<file path="config.mk">
export PLATFORM = sky130hd
export DESIGN_NAME = seq_gen_drv
export DESIGN_NICKNAME = d
export VERILOG_FILES = /design/src/rtl/seq_gen_drv.sv
export SDC_FILE = /design/constraint.sdc
export NUM_CORES = 1
export LEC_CHECK = 0
export ABC_AREA = 1
export BUFFER_PORTS_ARGS = -buffer_cell sky130_fd_sc_hd__buf_2
export CAP_MARGIN = 40
export CELL_PAD_IN_SITES_DETAIL_PLACEMENT = 1
export CELL_PAD_IN_SITES_GLOBAL_PLACEMENT = 1
export CORE_AREA = 2 2 161 195
export CTS_CLUSTER_DIAMETER = 120
export CTS_CLUSTER_SIZE = 40
export DETAILED_ROUTE_END_ITERATION = 10
export DIE_AREA = 0 0 163 197
export MAX_ROUTING_LAYER = met4
export PLACE_DENSITY = 0.89
export SLEW_MARGIN = 10
export SYNTH_ARGS = -nofsm -noshare
export SYNTH_HDL_FRONTEND = slang
export SYNTH_SLANG_ARGS = --single-unit
export TNS_END_PERCENT = 1
</file>
<file path="constraint.sdc">
create_clock -name clk -period 2.65 [get_ports clk]
set_input_delay 0 -clock clk [delete_from_list [all_inputs] [get_ports clk]]
set_output_delay 0 -clock clk [all_outputs]
set_load 0.01 [all_outputs]
</file>
<file path="src/rtl/seq_gen_drv.sv">
// seq_gen_drv: drives one command into a sequence-generator DUT and returns its result.
// Handshakes: a transfer happens on a rising edge where valid and ready are both 1;
// valid may not drop before that edge, and the payload is stable while valid is 1.
// Flow: IDLE -> LOAD1 -> LOAD2 -> WAIT -> RESP -> CLEAR -> IDLE. Every output is a flop
// loaded from the next-state decode, so outputs track the state they belong to.
module seq_gen_drv #(
  parameter int unsigned TIMEOUT_SLACK = 2,
  parameter int unsigned CLEAR_CYCLES  = 1
) (
  input  logic        clk,
  input  logic        reset_n,
  input  logic        cmd_valid,
  output logic        cmd_ready,
  input  logic        cmd_mode,
  input  logic [15:0] cmd_order,
  input  logic [63:0] cmd_data,
  output logic        rsp_valid,
  input  logic        rsp_ready,
  output logic [1:0]  rsp_status,
  output logic [63:0] rsp_data,
  output logic [16:0] rsp_cycles,
  output logic        spurious,
  output logic        load,
  output logic        clear,
  output logic        fibonacci,
  output logic        triangle,
  output logic [15:0] order,
  output logic [63:0] data_in,
  input  logic        done,
  input  logic        overflow,
  input  logic        error,
  input  logic [63:0] data_out
);

  localparam logic [2:0] S_IDLE  = 3'd0;
  localparam logic [2:0] S_LOAD1 = 3'd1;
  localparam logic [2:0] S_LOAD2 = 3'd2;
  localparam logic [2:0] S_WAIT  = 3'd3;
  localparam logic [2:0] S_RESP  = 3'd4;
  localparam logic [2:0] S_CLEAR = 3'd5;

  localparam logic [1:0] ST_OK       = 2'b00;
  localparam logic [1:0] ST_OVERFLOW = 2'b01;
  localparam logic [1:0] ST_ERROR    = 2'b10;
  localparam logic [1:0] ST_TIMEOUT  = 2'b11;

  logic [2:0]  state_q, state_d;
  logic [16:0] cnt_q, cnt_d;        // WAIT cycle counter, reused to time CLEAR
  logic        cap_mode_q, cap_mode_d;
  logic [15:0] cap_order_q, cap_order_d;
  logic [63:0] cap_data_q, cap_data_d;

  logic        cmd_ready_q, cmd_ready_d;
  logic        rsp_valid_q, rsp_valid_d;
  logic [1:0]  rsp_status_q, rsp_status_d;
  logic [63:0] rsp_data_q, rsp_data_d;
  logic [16:0] rsp_cycles_q, rsp_cycles_d;
  logic        spurious_q, spurious_d;
  logic        load_q, load_d;
  logic        clear_q, clear_d;
  logic        fibonacci_q, fibonacci_d;
  logic        triangle_q, triangle_d;
  logic [15:0] order_q, order_d;
  logic [63:0] data_in_q, data_in_d;

  // Timeout bound is computed in 17 bits so order=0xFFFF does not wrap.
  logic [16:0] limit;
  logic [16:0] cnt_inc;
  assign limit   = {1'b0, cap_order_q} + 17'(TIMEOUT_SLACK);
  assign cnt_inc = cnt_q + 17'd1;

  // Next-state, capture and response decode.
  always_comb begin
    state_d      = state_q;
    cnt_d        = cnt_q;
    cap_mode_d   = cap_mode_q;
    cap_order_d  = cap_order_q;
    cap_data_d   = cap_data_q;
    rsp_status_d = rsp_status_q;
    rsp_data_d   = rsp_data_q;
    rsp_cycles_d = rsp_cycles_q;
    spurious_d   = spurious_q | ((done | overflow | error) & (state_q != S_WAIT));
    case (state_q)
      S_IDLE: begin
        if (cmd_valid && cmd_ready_q) begin
          cap_mode_d  = cmd_mode;
          cap_order_d = cmd_order;
          cap_data_d  = cmd_data;
          state_d     = S_LOAD1;
        end
      end
      S_LOAD1: state_d = S_LOAD2;
      S_LOAD2: begin
        state_d = S_WAIT;
        cnt_d   = 17'd0;
      end
      S_WAIT: begin
        if (error) begin
          rsp_status_d = ST_ERROR;
          rsp_data_d   = 64'd0;
          rsp_cycles_d = cnt_inc;
          state_d      = S_RESP;
        end else if (overflow) begin
          rsp_status_d = ST_OVERFLOW;
          rsp_data_d   = data_out;
          rsp_cycles_d = cnt_inc;
          state_d      = S_RESP;
        end else if (done) begin
          rsp_status_d = ST_OK;
          rsp_data_d   = data_out;
          rsp_cycles_d = cnt_inc;
          state_d      = S_RESP;
        end else if (cnt_inc == limit) begin
          rsp_status_d = ST_TIMEOUT;
          rsp_data_d   = 64'd0;
          rsp_cycles_d = limit;
          state_d      = S_RESP;
        end else begin
          cnt_d = cnt_inc;
        end
      end
      S_RESP: begin
        if (rsp_ready) begin
          state_d = S_CLEAR;
          cnt_d   = 17'd0;
        end
      end
      S_CLEAR: begin
        if (cnt_q == 17'(CLEAR_CYCLES - 1)) begin
          state_d = S_IDLE;
          cnt_d   = 17'd0;
        end else begin
          cnt_d = cnt_inc;
        end
      end
      default: begin
        state_d = S_IDLE;
        cnt_d   = 17'd0;
      end
    endcase
  end

  // Output decode from the next state so each registered output lines up with its state.
  always_comb begin
    load_d      = (state_d == S_LOAD1) || (state_d == S_LOAD2);
    fibonacci_d = load_d & ~cap_mode_d;
    triangle_d  = load_d & cap_mode_d;
    order_d     = load_d ? cap_order_d : 16'd0;
    data_in_d   = load_d ? cap_data_d : 64'd0;
    cmd_ready_d = (state_d == S_IDLE);
    rsp_valid_d = (state_d == S_RESP);
    clear_d     = (state_d == S_CLEAR);
  end

  // State, capture and output registers; reset clears everything immediately.
  always_ff @(posedge clk or negedge reset_n) begin
    if (!reset_n) begin
      state_q      <= S_IDLE;
      cnt_q        <= 17'd0;
      cap_mode_q   <= 1'b0;
      cap_order_q  <= 16'd0;
      cap_data_q   <= 64'd0;
      cmd_ready_q  <= 1'b0;
      rsp_valid_q  <= 1'b0;
      rsp_status_q <= 2'b00;
      rsp_data_q   <= 64'd0;
      rsp_cycles_q <= 17'd0;
      spurious_q   <= 1'b0;
      load_q       <= 1'b0;
      clear_q      <= 1'b0;
      fibonacci_q  <= 1'b0;
      triangle_q   <= 1'b0;
      order_q      <= 16'd0;
      data_in_q    <= 64'd0;
    end else begin
      state_q      <= state_d;
      cnt_q        <= cnt_d;
      cap_mode_q   <= cap_mode_d;
      cap_order_q  <= cap_order_d;
      cap_data_q   <= cap_data_d;
      cmd_ready_q  <= cmd_ready_d;
      rsp_valid_q  <= rsp_valid_d;
      rsp_status_q <= rsp_status_d;
      rsp_data_q   <= rsp_data_d;
      rsp_cycles_q <= rsp_cycles_d;
      spurious_q   <= spurious_d;
      load_q       <= load_d;
      clear_q      <= clear_d;
      fibonacci_q  <= fibonacci_d;
      triangle_q   <= triangle_d;
      order_q      <= order_d;
      data_in_q    <= data_in_d;
    end
  end

  assign cmd_ready  = cmd_ready_q;
  assign rsp_valid  = rsp_valid_q;
  assign rsp_status = rsp_status_q;
  assign rsp_data   = rsp_data_q;
  assign rsp_cycles = rsp_cycles_q;
  assign spurious   = spurious_q;
  assign load       = load_q;
  assign clear      = clear_q;
  assign fibonacci  = fibonacci_q;
  assign triangle   = triangle_q;
  assign order      = order_q;
  assign data_in    = data_in_q;

endmodule

</file>
==> impl_metrics.sql, run 1 <==
INSERT INTO impl_metrics (metric_group, metric, value, unit) VALUES
('power_and_ir_drop', 'report.power.total', '15.45', 'mW'),
('floorplanning', 'num_io_pins', '322', ''),
('placed_design', 'dpl.cell_count', '2060', ''),
('timing', 'post-route-min-period', '2.599', 'ns'),
('power_and_ir_drop', 'p_comb_share', '42.9', '%'),
('clocking', 'clkSlewWorstSetupHoldPaths', '0.15', 'ns'),
('power_and_ir_drop', 'power.ir.vdd_worst', '0.0006392', 'V'),
('timing', 'final_min_period_over_clock_period', '98.08', '%'),
('timing', 'finClkSkew', '0.01729', 'ns'),
('timing', 'fin_hold_ws', '-0.01378', 'ns'),
('critical_path', 'path_class', 'reg2reg', ''),
('routing', 'drcViolationCount', '0', ''),
('timing', 'max-slew-margin-rel', '50.00', '%'),
('power_and_ir_drop', 'sequential_power_share', '43.5', '%'),
('hold_path', 'worstHoldPathType', 'in2async', ''),
('grt', 'grt_use_total', '28.09', '%'),
('grt', 'gr-total-overflow', '0', ''),
('layout', 'post_layout_nonfiller_instances', '2244', ''),
('critical_path', 'req_time_crit_path', '3.05', 'ns'),
('timing', 'setup_violations', '0', ''),
('power_and_ir_drop', 'power_density', '992.9', 'mW/mm^2'),
('layout', 'layout.cells.most_common_list', 'nand2_1 (706), buf_2 (320), dfrtp_1 (262), dlygate4sd3_1 (149), inv_1 (135)', ''),
('timing', 'hold_viol_final', '3', ''),
('floorplanning', 'chipHeight', '197', 'microns'),
('power_and_ir_drop', 'clkPwrFrac', '13.6', '%'),
('power_and_ir_drop', 'leakagePower', '9.006', 'nW'),
('critical_path', 'cp.arrival', '3.00', 'ns'),
('floorplanning', 'core', '0.03022', 'sq mm'),
('floorplanning', 'die_outline_area', '0.03211', 'sq mm'),
('grt', 'pin_count_of_the_biggest_net_entering_global_routing', '78', ''),
('clocking', 'cts_max_path_buffers', '3', ''),
('floorplanning', 'row_count', '70', ''),
('critical_path', 'timing.rr.start', 'cnt_q[5]$_DFFE_PN0P_', ''),
('routing', 'antenna_violating_nets_post_route', '0', ''),
('critical_path', 'worstPathMaxFanout', '8', ''),
('grt', 'first_pass_grt_wire_length', '68100', 'microns'),
('layout', 'flow.area_growth_from_synthesis', '36.70', '%'),
('power_and_ir_drop', 'power_switching', '6.656', 'mW'),
('run_status', 'violations', 'hold timing', ''),
('synthesis', 'netlist-cell-type-count', '29', ''),
('critical_path', 'critPathLaunchType', 'flip-flop', ''),
('layout', 'filler_cell_count', '3650', ''),
('timing', 'achievable-frequency', '384.7', 'MHz'),
('clocking', 'cts.htree.levels', '1', ''),
('timing', 'rsz0062_at_grt', 'yes', ''),
('layout', 'finalInstanceArea', '0.01556', 'sq mm'),
('synthesis', 'synth_fp_nets', '1530', ''),
('layout', 'drive_gt1_share', '22.84', '%'),
('clocking', 'cts_tree', 'done', ''),
('timing', 'timing.final.max_slew_violations', '0', ''),
('layout', 'leading_cell_type_in_the_layout_fill_and_taps_excluded', 'nand2_1', ''),
('grt', 'antenna_found_initial', '9', ''),
('routing', 'dr.first_iter.drc_count', '546', ''),
('grt', 'grt_pass1_vias', '12460', ''),
('floorplanning', 'die_x', '163', 'microns'),
('run_status', 'run_status', 'finished with violations', ''),
('placed_design', 'place.gp.congestion', '0.8754', ''),
('power_and_ir_drop', 'power_switching_share', '43.08', '%'),
('synthesis', 'postSynthRegisterBits', '271', ''),
('placed_design', 'cell_area_after_placement', '0.01345', 'sq mm'),
('power_and_ir_drop', 'intPower', '8.795', 'mW'),
('critical_path', 'timing.critical_path.from', 'cnt_q[5]$_DFFE_PN0P_', ''),
('routing', 'detailedRoute.firstPassIterationCount', '5', ''),
('routing', 'wl', '45540', 'microns'),
('flow_run', 'maxCapViolations', '0', ''),
('timing', 'timing_worst_slew_pin_value', '0.7482', 'ns'),
('synthesis', 'syn-mean-instance-area', '8.279', 'sq um'),
('clocking', 'cts_made_buffers', '10', ''),
('floorplanning', 'start_util', '37.67', '%'),
('placed_design', 'placement.io_buffers', '321', ''),
('synthesis', 'syn-instance-count', '1375', ''),
('clocking', 'cts_sinks', '271', ''),
('routing', 'routed_via_density', '4.990', ''),
('routing', 'number_of_vias_after_detailed_routing', '11200', ''),
('layout', 'final_net_count', '1993', ''),
('synthesis', 'yosysSeqAreaShare', '59.57', '%'),
('clocking', 'clock_latency', '0.51', 'ns'),
('placed_design', 'post-dp-hpwl', '26530', 'microns'),
('routing', 'wire_per_inst', '20.29', 'microns'),
('clocking', 'cts_root_buffer_type', 'clkbuf_16', ''),
('synthesis', 'syn_area', '0.01138', 'sq mm'),
('critical_path', 'crit_path_end_kind', 'flip-flop', ''),
('synthesis', 'yosysWarningCount', '0', ''),
('critical_path', 'ff2ff_setup_slack', '0.05', 'ns');
[kinds of logic (layout without fill, tap and decap cells)]
family | Yosys count | in the layout | synth area share, %
adder cells (fa/ha/maj) | 3 | 3 | 0.3298
other | 0 | 9 | 0
XOR/XNOR | 7 | 7 | 0.5386
AND/OR/NAND/NOR | 823 | 825 | 28.64
AO/OA/AOI/OAI | 77 | 77 | 3.704
flip-flops | 271 | 271 | 59.57
buffers and inverters | 194 | 656 | 7.210
[metrics by stage]
step	hold WS (ns)	setup slack (ns)	setup TNS (ns)	util (%)
2_1_floorplan	-0.2956	0.4326	0	-
6_report	-0.01378	0.05075	0	51.50
5_1_grt	0.03580	-0.05896	-2.180	51.50
3_5_place_dp	-0.01263	-0.006465	-0.006465	44.51
4_1_cts	0.02258	0.003431	0	50.44
3_3_place_gp	-0.01652	0.1305	0	44.51
[synth_stat cells]
cell	count	share of area (%)
nand4_1	14	0.77
a21oi_1	5	0.22
clkbuf_1	34	1.1
nand2_2	3	0.16
xor2_1	4	0.31
nor2_2	7	0.38
ha_1	3	0.33
nand2_4	2	0.20
buf_6	11	1.1
clkinv_1	1	0.033
xnor2_1	3	0.23
nand3_1	37	1.6
inv_1	137	4.5
nand2_1	708	23
nand3_2	3	0.26
nor2_1	43	1.4
buf_2	5	0.22
o21bai_1	1	0.066
nor4_1	2	0.11
nand3b_1	1	0.066
a21oi_2	1	0.077
o21ai_0	47	2.1
nor2_4	3	0.30
o21ai_2	8	0.62
o21ai_1	15	0.66
dfrtp_1	271	60
inv_2	3	0.099
buf_1	2	0.066
buf_4	1	0.066
[routing by layer]
metal	part of all wire (%)	wire length [microns]	GRT usage [%]	up-vias
li1	-	-	-	5057
met2	53	23910	48.73	429
met4	5.9	2668	15.31	0
met1	37	16680	30.56	5533
met3	5.0	2279	4.840	178
met5	0	0	-	-
[worst max-delay path: stages (launching register included)]
cell and delay (ns):
dfrtp_1 0.45, nand2_1 0.17, nor2_2 0.18, nand2_1 0.15
nand2_1 0.10, nand2_1 0.10, nand2_1 0.08, nand3_1 0.10
nor2_2 0.13, nand3_1 0.08, nor2_1 0.15, nand2_1 0.14
nand2_4 0.14, nand2_4 0.14, clkbuf_16 0.23, nand2_1 0.09
o21ai_2 0.06
[power by group through the flow]
stage	clock [mW]	combinational, mW	sequential [mW]
floorplan	0	2.85	7.02
global placement	0	5.57	6.57
detailed placement	0	5.84	6.63
CTS	2.15	6.05	6.57
global route	2.28	7.30	6.88
finish	2.10	6.63	6.73
[sequential cells by signal, summed over array words and instances, names as in the netlist, 2 cells and up]
name         count
cap_data_q      64
cap_order_q     16
cnt_q           17
data_in         64
order           16
rsp_cycles      17
rsp_data        64
rsp_status       2
state_q          3
[cell type report]
cell class	count	area [sq um]	area share (%)
Inverter	141	529.3	3.401
Tap cell	396	495.5	3.184
Clock inverter	1	8.758	0.05628
Multi-Input combinational cell	912	3906	25.10
Sequential cell	271	6793	43.65
Timing Repair Buffer	502	3517	22.60
Clock buffer	12	289.0	1.857
Antenna cell	9	22.52	0.1447
[worst paths after layout]
kind / end / depth (start not counted)
max in group asynchronous: cap_order_q[7]$_DFF_PN0_ / 3
min reg2reg: rsp_data[1]$_DFFE_PN0P_ / 2
max: rsp_cycles[1]$_DFFE_PN0P_ / 16
max reg2reg: rsp_cycles[1]$_DFFE_PN0P_ / 16
min: data_in[22]$_DFF_PN0_ / 2
min in group clk: load$_DFF_PN0_ / 3
[repair_timing]
action	4_1_cts	5_1_grt
cloned	0	7
buffers inserted	0	6
gates resized for setup	1	30
hold buffers	149	0
setup endpoints to repair	2	103
hold endpoints to repair	457	0
pin swaps	0	4
Power figures use the tool's default switching activity.
==> run 2, diff against run 1 <==
REMOVE_ABC_BUFFERS = 1   (was default)
==> impl_metrics.sql, run 2 (same netlist as run 1, synthesis figures left out) <==
INSERT INTO impl_metrics (metric_group, metric, value, unit) VALUES
('routing', 'detailedRoute.firstPassIterationCount', '4', ''),
('critical_path', 'reg2reg_depth', '15', ''),
('timing', 'achievable-frequency', '372.1', 'MHz'),
('grt', 'grt_util_met1', '28.64', '%'),
('critical_path', 'critPathLaunchType', 'flip-flop', ''),
('routing', 'routed_via_density', '4.997', ''),
('layout', 'finish.utilization', '53.05', '%'),
('layout', 'final_net_count', '2008', ''),
('placed_design', 'placement.io_buffers', '321', ''),
('layout', 'flow.area_growth_from_synthesis', '40.82', '%'),
('layout', 'drive_gt1_share', '26.59', '%'),
('grt', 'globalRouteMet2Util', '48.65', '%'),
('critical_path', 'req_time_crit_path', '3.05', 'ns'),
('critical_path', 'cpLargestDelayFamily', 'simple AND/OR/NAND/NOR gates', ''),
('hold_path', 'worstHoldPathType', 'in2async', ''),
('floorplanning', 'num_io_pins', '322', ''),
('layout', 'post_layout_nonfiller_instances', '2256', ''),
('clocking', 'cts_made_buffers', '10', ''),
('placed_design', 'post-dp-hpwl', '25290', 'microns'),
('critical_path', 'ff2ff_setup_slack', '-0.04', 'ns'),
('placed_design', 'dpl.cell_count', '2059', ''),
('timing', 'hold_viol_final', '0', ''),
('layout', 'layout.cells.most_common_list', 'nand2_1 (638), buf_2 (320), dfrtp_1 (264), dlygate4sd3_1 (160), inv_1 (134)', ''),
('placed_design', 'cell_area_after_placement', '0.01348', 'sq mm'),
('power_and_ir_drop', 'leakagePower', '9.114', 'nW'),
('clocking', 'clock_latency', '0.50', 'ns'),
('run_status', 'violations', 'setup timing', ''),
('layout', 'leading_cell_type_in_the_layout_fill_and_taps_excluded', 'nand2_1', ''),
('grt', 'grt_most_used_layer', 'met2', ''),
('timing', 'finClkSkew', '0.01505', 'ns'),
('floorplanning', 'die_x', '163', 'microns'),
('critical_path', 'crit-reg2reg-capture', 'rsp_data[26]$_DFFE_PN0P_', ''),
('critical_path', 'crit_path_end_kind', 'flip-flop', ''),
('timing', 'post-route-min-period', '2.688', 'ns'),
('grt', 'grt_pass1_vias', '12410', ''),
('grt', 'pin_count_of_the_biggest_net_entering_global_routing', '79', ''),
('floorplanning', 'die_outline_area', '0.03211', 'sq mm'),
('critical_path', 'critPathBufInv', '2', ''),
('timing', 'setup_violations', '3', ''),
('run_status', 'run_status', 'finished with violations', ''),
('floorplanning', 'row_count', '70', ''),
('clocking', 'cts.htree.levels', '1', ''),
('power_and_ir_drop', 'power_density', '989.5', 'mW/mm^2'),
('routing', 'wire_per_inst', '20.34', 'microns'),
('critical_path', 'critical-path-max-stage-delay', '0.45', 'ns'),
('routing', 'wl', '45890', 'microns'),
('layout', 'finalInstanceArea', '0.01603', 'sq mm'),
('clocking', 'clkSlewWorstSetupHoldPaths', '0.14', 'ns'),
('timing', 'max-slew-margin-rel', '34.92', '%'),
('timing', 'rsz0062_at_grt', 'yes', ''),
('critical_path', 'timing.rr.start', 'cnt_q[1]$_DFFE_PN0P_', ''),
('power_and_ir_drop', 'report.power.total', '15.86', 'mW'),
('floorplanning', 'start_util', '37.67', '%'),
('timing', 'final_min_period_over_clock_period', '101.4', '%'),
('grt', 'grt.met3_usage', '4.735', '%'),
('grt', 'gr-total-overflow', '0', ''),
('placed_design', 'placement.setup.worst_slack', '-0.09868', 'ns'),
('timing', 'timing_worst_slew_pin_value', '0.9762', 'ns'),
('routing', 'antenna_violating_nets_post_route', '0', ''),
('critical_path', 'timing.critical_path.from', 'cnt_q[1]$_DFFE_PN0P_', ''),
('critical_path', 'crit_slowest_cell', 'dfrtp_2', ''),
('routing', 'drcViolationCount', '0', ''),
('clocking', 'cts_root_buffer_type', 'clkbuf_16', ''),
('routing', 'dr.first_iter.drc_count', '670', ''),
('flow_run', 'maxCapViolations', '0', ''),
('critical_path', 'path_cells', 'buf_4, nand3_4, nor2_4, nand4_1, nand2_1, nor2_1, nor2_1, nand3_1, nor2_1, nand2_2, nand2_8, nand2_8, clkbuf_16, nand2_1, nand2_1', ''),
('critical_path', 'cp.arrival', '3.09', 'ns'),
('placed_design', 'place.gp.congestion', '0.8767', ''),
('grt', 'antenna_found_initial', '6', ''),
('floorplanning', 'chipHeight', '197', 'microns'),
('clocking', 'cts_tree', 'done', ''),
('grt', 'grt_use_total', '27.14', '%'),
('timing', 'timing.setup.tns', '-0.03825', 'ns'),
('grt', 'first_pass_grt_wire_length', '66150', 'microns'),
('power_and_ir_drop', 'power.ir.vdd_worst', '0.0004478', 'V'),
('clocking', 'cts_max_path_buffers', '3', ''),
('clocking', 'cts_sinks', '271', ''),
('timing', 'final_critical_path_setup_slack', '-0.03756', 'ns'),
('routing', 'number_of_vias_after_detailed_routing', '11270', ''),
('critical_path', 'worstPathMaxFanout', '10', ''),
('timing', 'fin_hold_ws', '0.06195', 'ns'),
('floorplanning', 'core', '0.03022', 'sq mm'),
('critical_path', 'path_class', 'reg2reg', ''),
('timing', 'timing.final.max_slew_violations', '0', '');
run 2: area by class of cell:
type	count	area (sq um)
clock inverter	1	8.758
clock buffer	12	279.0
inverter	141	536.8
fill	3612	14190
sequential	271	6790
tap	396	495.5
antenna	6	15.01
multi-input combinational	913	4151
timing repair buffer	516	3754
run 2: layer usage:
metal,wire [microns],vias to the layer above
met2,24650,390
met1,16510,5623
met4,2668,0
li1,-,5090
met5,0,-
met3,2069,170
run 2: report_power, final:
group	leakage, nW	switching, mW	internal (mW)	total (mW)
Combinational	5.42	4.53	2.51	7.04
Clock	0.141	1.29	0.768	2.06
Sequential	3.55	1.00	5.76	6.76
run 2: what timing repair did:
action / CTS / global route
gates cloned: 0 / 12
endpoints found under the hold margin: 305 / 0
pin swaps: 0 / 16
setup endpoints to repair: 63 / 104
gates resized for setup: 3 / 116
setup buffers: 0 / 6
hold buffers: 160 / 0
run 2: worst max path at each step:
stage / end / slack [ns] / depth (start not counted)
final: rsp_data[26]$_DFFE_PN0P_ / -0.04 / 15
after global placement: cnt_q[9]$_DFFE_PN0P_ / 0.06 / 16
after CTS: rsp_valid$_DFF_PN0_ / 0.02 / 15
after global routing: rsp_data[26]$_DFFE_PN0P_ / -0.22 / 17
after detailed placement: cnt_q[13]$_DFFE_PN0P_ / -0.1 / 17
after floorplan: order[10]$_DFF_PN0_ / -1.60 / 8
run 2: worst reg2reg max path, delay by kind of cell (launching register included):
| kind | cells | cell delay [ns] |
|---|---|---|
| buffers and inverters | 2 | 0.39 |
| DFF | 1 | 0.45 |
| and+or+nand+nor | 13 | 1.77 |
==> run 3, diff against run 2 <==
CTS_CLUSTER_DIAMETER = default   (was 120)
clock period = 3 ns   (was 2.65 ns; I/O delays follow)
==> impl_metrics.sql, run 3 (same netlist as run 1, synthesis figures left out) <==
INSERT INTO impl_metrics (metric_group, metric, value, unit) VALUES
('critical_path', 'worstPathMaxFanout', '30', ''),
('power_and_ir_drop', 'intPower', '9.189', 'mW'),
('critical_path', 'path_class', 'reg2reg', ''),
('layout', 'post_layout_nonfiller_instances', '2260', ''),
('flow_run', 'maxCapViolations', '0', ''),
('power_and_ir_drop', 'power_density', '965.0', 'mW/mm^2'),
('placed_design', 'placement.setup.worst_slack', '0.1398', 'ns'),
('grt', 'first_pass_grt_wire_length', '68920', 'microns'),
('power_and_ir_drop', 'clkPwrFrac', '25.0', '%'),
('clocking', 'cts_sinks', '271', ''),
('grt', 'pin_count_of_the_biggest_net_entering_global_routing', '93', ''),
('critical_path', 'ff2ff_setup_slack', '0.22', 'ns'),
('timing', 'timing_worst_slew_pin_value', '0.7921', 'ns'),
('clocking', 'cts_tree', 'done', ''),
('layout', 'final_net_count', '1991', ''),
('timing', 'final_critical_path_setup_slack', '0.2189', 'ns'),
('timing', 'achievable-frequency', '359.6', 'MHz'),
('timing', 'final_min_period_over_clock_period', '92.70', '%'),
('layout', 'layout.cells.most_common_list', 'nand2_1 (707), buf_2 (320), dfrtp_1 (270), dlygate4sd3_1 (150), inv_1 (135)', ''),
('routing', 'number_of_vias_after_detailed_routing', '11100', ''),
('grt', 'antenna_found_initial', '4', ''),
('power_and_ir_drop', 'power_switching', '6.165', 'mW'),
('placed_design', 'cell_area_after_placement', '0.01338', 'sq mm'),
('layout', 'drive_gt1_share', '22.43', '%'),
('timing', 'max-slew-margin-rel', '47.20', '%'),
('placed_design', 'place.gp.congestion', '0.8539', ''),
('clocking', 'cts_root_buffer_type', 'clkbuf_16', ''),
('floorplanning', 'chipHeight', '197', 'microns'),
('clocking', 'clock_latency', '0.56', 'ns'),
('layout', 'finish.utilization', '52.66', '%'),
('routing', 'wl', '44070', 'microns'),
('critical_path', 'critPathLaunchType', 'flip-flop', ''),
('clocking', 'cts_max_path_buffers', '3', ''),
('power_and_ir_drop', 'leakagePower', '9.211', 'nW'),
('grt', 'grt_use_total', '28.38', '%'),
('timing', 'rsz0062_at_grt', 'yes', ''),
('critical_path', 'crit_path_end_kind', 'flip-flop', ''),
('floorplanning', 'start_util', '37.67', '%'),
('grt', 'grt_pass1_vias', '12740', ''),
('timing', 'setup_violations', '0', ''),
('timing', 'timing.final.max_slew_violations', '0', ''),
('timing', 'post-route-min-period', '2.781', 'ns'),
('timing', 'finClkSkew', '0.01662', 'ns'),
('clocking', 'cts.htree.levels', '1', ''),
('layout', 'flow.area_growth_from_synthesis', '39.78', '%'),
('critical_path', 'cp.arrival', '3.21', 'ns'),
('timing', 'hold_viol_final', '0', ''),
('layout', 'leading_cell_type_in_the_layout_fill_and_taps_excluded', 'nand2_1', ''),
('placed_design', 'post-dp-hpwl', '25050', 'microns'),
('routing', 'antenna_violating_nets_post_route', '0', ''),
('routing', 'routed_via_density', '4.910', ''),
('routing', 'detailedRoute.firstPassIterationCount', '6', ''),
('power_and_ir_drop', 'p_comb_share', '36.1', '%'),
('power_and_ir_drop', 'sequential_power_share', '38.9', '%'),
('critical_path', 'req_time_crit_path', '3.43', 'ns'),
('placed_design', 'dpl.cell_count', '2051', ''),
('power_and_ir_drop', 'power.ir.vdd_worst', '0.0004957', 'V'),
('clocking', 'cts_made_buffers', '29', ''),
('routing', 'dr.first_iter.drc_count', '503', ''),
('routing', 'drcViolationCount', '0', ''),
('floorplanning', 'die_outline_area', '0.03211', 'sq mm'),
('clocking', 'clkSlewWorstSetupHoldPaths', '0.07', 'ns'),
('hold_path', 'worstHoldPathType', 'in2reg', ''),
('placed_design', 'placement.io_buffers', '321', ''),
('floorplanning', 'row_count', '70', ''),
('routing', 'wire_per_inst', '19.50', 'microns'),
('floorplanning', 'die_x', '163', 'microns'),
('layout', 'finalInstanceArea', '0.01591', 'sq mm'),
('run_status', 'run_status', 'completed', ''),
('floorplanning', 'core', '0.03022', 'sq mm'),
('floorplanning', 'num_io_pins', '322', ''),
('power_and_ir_drop', 'power_switching_share', '40.15', '%'),
('grt', 'gr-total-overflow', '0', '');
[run 3: cell type report]
| type | instances | area, sq um |
|---|---|---|
| multi-input combinational | 910 | 3805 |
| antenna | 5 | 12.51 |
| timing repair buffer | 483 | 3287 |
| tap | 396 | 495.5 |
| clock inverter | 14 | 182.7 |
| fill | 3593 | 14310 |
| clock buffer | 40 | 817.0 |
| sequential | 271 | 6783 |
| inverter | 141 | 529.3 |
[run 3: timing repair]
item / CTS / global route
hold buffers: 150 / 0
endpoints found under the hold margin: 319 / 0
setup endpoints to repair: 0 / 94
setup buffers: 0 / 0
resized for setup: 0 / 4
[run 3: through the flow]
stage	TNS (ns)	hold WS (ns)	total power [mW]
2_1_floorplan	-183.56	-0.2956	8.553
3_3_place_gp	0	0.06123	10.59
3_5_place_dp	0	0.07259	10.89
4_1_cts	0	0.03205	14.93
5_1_grt	0	0.08441	16.25
6_report	0	0.04834	15.35
[run 3: power by group through the flow]
stage	combinational, mW	clock [mW]	sequential, mW
floorplan	2.36	0	6.20
global placement	4.79	0	5.80
detailed placement	5.02	0	5.87
CTS	5.25	3.84	5.84
global route	6.12	4.02	6.11
finish	5.55	3.83	5.98
[run 3: final timing paths]
kind / startpoint / end / cells past startpoint
max: cnt_q[1]$_DFFE_PN0P_ / rsp_data[52]$_DFFE_PN0P_ / 17
min: cmd_valid / cap_data_q[14]$_DFF_PN0_ / 5
min reg2reg: rsp_data[30]$_DFFE_PN0P_ / rsp_data[30]$_DFFE_PN0P_ / 2
max reg2reg: cnt_q[1]$_DFFE_PN0P_ / rsp_data[52]$_DFFE_PN0P_ / 17
max in group asynchronous: reset_n / cnt_q[15]$_DFFE_PN0P_ / 3
min in group asynchronous: reset_n / cap_data_q[53]$_DFF_PN0_ / 2
[run 3: per-layer routing]
metal	wire length, microns	vias up	share of wire (%)	global-route usage, %
li1	-	5071	-	-
met1	15920	5479	36	29.41
met4	2389	0	5.4	14.81
met2	23650	383	54	51.00
met5	0	-	0	-
met3	2112	164	4.8	5.177
[run 3: critical path: stages (launching register included)]
cell and delay [ns]:
dfrtp_1 0.45, ha_2 0.30, nand3_2 0.13, nor2_2 0.23, inv_1 0.09, nand2_1 0.06
nand2_1 0.08, nand2_1 0.07, nand2_1 0.05, a21oi_1 0.14, nand2_1 0.07, nor2_1 0.13
nand2_1 0.12, nand2_2 0.11, nand2_4 0.18, buf_6 0.25, nand2_1 0.12, nand2_1 0.07
